==> config.mk <==
export PLATFORM = sky130hd
export DESIGN_NAME = stalin_sort_stream
export DESIGN_NICKNAME = d
export VERILOG_FILES = /design/src/rtl/stalin_sort_stream.sv
export SDC_FILE = /design/constraint.sdc
export NUM_CORES = 1
export LEC_CHECK = 0
export CAP_MARGIN = 20
export CORE_ASPECT_RATIO = 1.1
export CORE_MARGIN = 2
export CORE_UTILIZATION = 50
export CTS_BUF_LIST = sky130_fd_sc_hd__clkbuf_2
export DETAILED_ROUTE_END_ITERATION = 8
export PLACE_DENSITY = 0.76
export SLEW_MARGIN = 20
export SYNTH_ARGS = -nofsm -noshare
export SYNTH_HDL_FRONTEND = slang
export SYNTH_SLANG_ARGS = --single-unit
==> constraint.sdc <==
create_clock -name clk -period 3.9 [get_ports clk]
set_input_delay 0.78 -clock clk [delete_from_list [all_inputs] [get_ports clk]]
set_output_delay 0.78 -clock clk [all_outputs]
set_load 0.005 [all_outputs]
==> src/rtl/stalin_sort_stream.sv <==
// rtl/stalin_sort_stream.sv - streaming Stalin sort: keeps the monotonic run of each frame
// The last kept element waits in H until we know whether it ends the frame.
module stalin_sort_stream #(
  parameter int WIDTH      = 8,
  parameter int SIGNED     = 0,
  parameter int DESCENDING = 0,
  parameter int STRICT     = 0,
  parameter int CNT_W      = 16
) (
  input  logic             clk,
  input  logic             rst_n,
  input  logic             s_valid,
  output logic             s_ready,
  input  logic [WIDTH-1:0] s_data,
  input  logic             s_last,
  output logic             m_valid,
  input  logic             m_ready,
  output logic [WIDTH-1:0] m_data,
  output logic             m_last,
  output logic [CNT_W-1:0] kept_cnt,
  output logic [CNT_W-1:0] drop_cnt,
  output logic             frame_done
);

  typedef enum logic [1:0] {FIRST, RUN, FLUSH} state_t;

  state_t            state;
  logic [WIDTH-1:0]  h_q;
  logic [WIDTH-1:0]  r_q;
  logic              out_free;
  logic              accept;
  logic              keep;
  logic              gt;
  logic              eq;
  logic signed [WIDTH:0] x_ext;
  logic signed [WIDTH:0] r_ext;

  // One extra bit lets a single signed compare serve both signed and unsigned modes.
  always_comb begin
    x_ext = (SIGNED != 0) ? $signed({s_data[WIDTH-1], s_data}) : $signed({1'b0, s_data});
    r_ext = (SIGNED != 0) ? $signed({r_q[WIDTH-1], r_q})       : $signed({1'b0, r_q});
    gt    = x_ext > r_ext;
    eq    = x_ext == r_ext;
    if (DESCENDING != 0) keep = (STRICT != 0) ? (!gt && !eq) : !gt;
    else                 keep = (STRICT != 0) ? gt : (gt || eq);
  end

  assign out_free   = !m_valid || m_ready;
  assign s_ready    = rst_n && (state != FLUSH) && out_free;
  assign accept     = s_valid && s_ready;
  assign frame_done = m_valid && m_ready && m_last;

  always_ff @(posedge clk or negedge rst_n) begin
    if (!rst_n) begin
      state    <= FIRST;
      h_q      <= '0;
      r_q      <= '0;
      m_valid  <= 1'b0;
      m_data   <= '0;
      m_last   <= 1'b0;
      kept_cnt <= '0;
      drop_cnt <= '0;
    end else begin
      if (m_ready) m_valid <= 1'b0;
      case (state)
        FIRST: if (accept) begin
          h_q      <= s_data;
          r_q      <= s_data;
          kept_cnt <= CNT_W'(1);
          drop_cnt <= '0;
          state    <= s_last ? FLUSH : RUN;
        end
        RUN: if (accept) begin
          if (keep) begin
            m_valid <= 1'b1;
            m_data  <= h_q;
            m_last  <= 1'b0;
            h_q     <= s_data;
            r_q     <= s_data;
            if (kept_cnt != '1) kept_cnt <= kept_cnt + CNT_W'(1);
            state   <= s_last ? FLUSH : RUN;
          end else begin
            if (drop_cnt != '1) drop_cnt <= drop_cnt + CNT_W'(1);
            if (s_last) begin
              m_valid <= 1'b1;
              m_data  <= h_q;
              m_last  <= 1'b1;
              state   <= FIRST;
            end
          end
        end
        FLUSH: if (out_free) begin
          m_valid <= 1'b1;
          m_data  <= h_q;
          m_last  <= 1'b1;
          state   <= FIRST;
        end
        default: state <= FIRST;
      endcase
    end
  end

endmodule

==> reports/metrics.csv <==
metric;value;unit
share of the synthesized area in the top cell type;40.5;%
CTS tree;yes;
post-cts resize count;0;
Die X;80.5;µm
Cell Area, Placed;3840;µm²
Antenna Cells;0;
count leader, synth;dfrtp_1;
synthesis-stage register bit count;52;
core area;6190;µm²
worst-margin pin slew;0.865;ns
final cell count without fillers;474;
EDFF count, synth;0;
global-route wire length before repair;12600;µm
post-synth top area cell;dfrtp_1;
register area share after synthesis;40.5;%
YS warnings;0;
Layout Nets;419;
most common library cells after synthesis;dfrtp_1, nand2_1, nand3_1;
final instance area;3910;µm²
Pwr Density;583;nW/µm²
Worst Path Max Fanout;14;
GRT Total Usage;22.7;%
largest net degree at the start of global routing;53;
RSZ-0062 raised after global routing;no;
initial antenna violation count;0;
die area;7090;µm²
Synthesized Nets;365;
FF-to-FF path depth;7;
Power Total;2.28;mW
initial drt markers;193;
# port buffers;56;
Routed WL;7630;µm
ys flop type;dfrtp_1;
Max Cap Violations;0;
GR Overflow Total;0;
Arrival @ worst endpoint;3.56;ns
Hold Vio Cnt, Final;0;
maximum vdd drop;0.361;mV
Detailed Routing Iterations Pass 1;5;
# fillers;544;
layout cells sized above 1;11.4;%
Top Ports;57;
die height;88.1;µm
setup slack after layout;0.739;ns
fmax;316;MHz
CP endpoint kind;register;
ANT nets after route;0;
number of global-route vias before repair;2710;
mapped cell area;3220;µm²
HP Class;in -> async;
Lkg Pwr;1.60;nW
placed cell count;466;
top cells by area, synth;dfrtp_1, mux2_2, nand2_1;
area delta synth->final;21.5;%
CTS buffer count;5;
R2R Path Start;state[1]$_DFFE_PN0P_;
Avg WL per Cell;16.1;µm
setup violators final;0;
Avg Inst Size Synth;9.49;µm²
type of origin of the critical path;register;
Skew-Pair Late Insertion Delay;0.47;ns
vias per cell;6.00;
root buffer cell;clkbuf_2;
CTS clk-pin slew, worst paths;0.29;ns
Rel. slew slack;42.2;%
vias after detailed routing;2846;
Req. time, crit path;4.30;ns
final period utilization;81.0;%
count of cell types in the netlist;61;
fin crit period;3.16;ns
FP Rows;30;
Hold Buf Count CTS;0;
Worst Setup SP;state[1]$_DFFE_PN0P_;
Sum Neg Setup Slack;0;ns
ys async rst share;100;%
Clock Tree Buf Depth;2;
Post-Syn Instances;339;
post-placement setup slack;0.630;ns
fin. max-slew vios;0;
clk sinks;52;
Fin Clk Skew;0.0335;ns
postcts setup bufs;0;
Placer Congestion;0.826;
run status;finished, final reports clean;
DRC viols;0;
CP Class;reg -> reg;
htree depth;2;
Final HPWL DP;5390;µm
Initial Util;51.9;%
[report_power, final]
part | switching (mW) | internal [mW] | leakage, nW
sequential | 0.155 | 0.703 | 0.668
combinational | 0.568 | 0.559 | 0.889
clock | 0.184 | 0.107 | 0.0406
total | 0.907 | 1.37 | 1.60
[sequential cells by signal, summed over array words and instances, names as in the netlist]
signal,flops
m_data,8
drop_cnt,16
r_q,8
m_valid,1
kept_cnt,16
m_last,1
state,2
[placed cells by master, fill, tap and decap left out, types with 3 or more instances in the layout]
master	netlist	layout
mux2i_1	11	11
dfrtp_1	52	52
buf_4	1	4
inv_1	18	18
clkbuf_2	0	5
a31o_2	3	3
o31ai_1	6	5
o311ai_0	4	4
nand2_1	51	51
nand2b_1	13	13
nand3_1	20	20
or4_1	6	6
a21oi_1	10	10
ha_1	13	13
nand4_1	7	7
a211o_1	3	3
or3_1	5	5
o21ai_0	11	11
and3_1	7	7
nor2_1	10	10
nor3_1	9	9
clkdlybuf4s50_1	0	55
o211ai_1	5	5
mux2_2	18	18
[stage by stage]
| stage | hold slack, ns | util, % |
|---|---|---|
| after global routing | 0.495 | 63.1 |
| after CTS | 0.483 | 63.1 |
| final | 0.467 | 63.1 |
| after global placement | 0.491 | 62.0 |
| after floorplan | 0.484 | - |
| after detailed placement | 0.496 | 62.0 |
[routing by layer]
metal	GRT usage, %	share of wire, %	vias up
li1	-	-	1364
met1	29.7	44	1388
met2	39.2	50	87
met3	4.23	5.2	7
met4	5.39	1.1	0
met5	0	0	-
[final cells by class]
class,count,area [µm²],share of cell area [%]
sequential,52,1300,33.3
tap,80,100,2.56
multi-input combinational,256,1790,45.7
clock inverter,3,42.5,1.09
clock buffer,5,25.0,0.640
inverter,18,67.6,1.73
timing repair buffer,60,586,15.0
[logic make-up after synthesis]
kind of cell	share of synthesized area, %
simple gates	24.3
compound gates	16.3
flops	40.5
buf+inv	4.16
mux	9.73
fa+ha+maj	5.06
[path summary, 6_finish.rpt]
path | endpoint | slack, ns
hold reg to reg | m_data[6]$_DFFE_PN0P_ | 0.54
hold / removal | kept_cnt[2]$_DFFE_PN0P_ | 0.47
max in group asynchronous | drop_cnt[1]$_DFFE_PN0P_ | 2.97
setup reg to reg | drop_cnt[10]$_DFFE_PN0P_ | 0.74
setup / recovery | drop_cnt[10]$_DFFE_PN0P_ | 0.74
min in group clk | m_data[6]$_DFFE_PN0P_ | 0.54
[critical path: stages, from the launching register on]
cell and delay (ns):
dfrtp_1 0.47, inv_1 0.09, ha_1 0.48, inv_1 0.37, or3_1 0.52, o21bai_1 0.71
a2111oi_0 0.16, o221a_2 0.29
No activity file was read; power rests on OpenSTA's default activity.
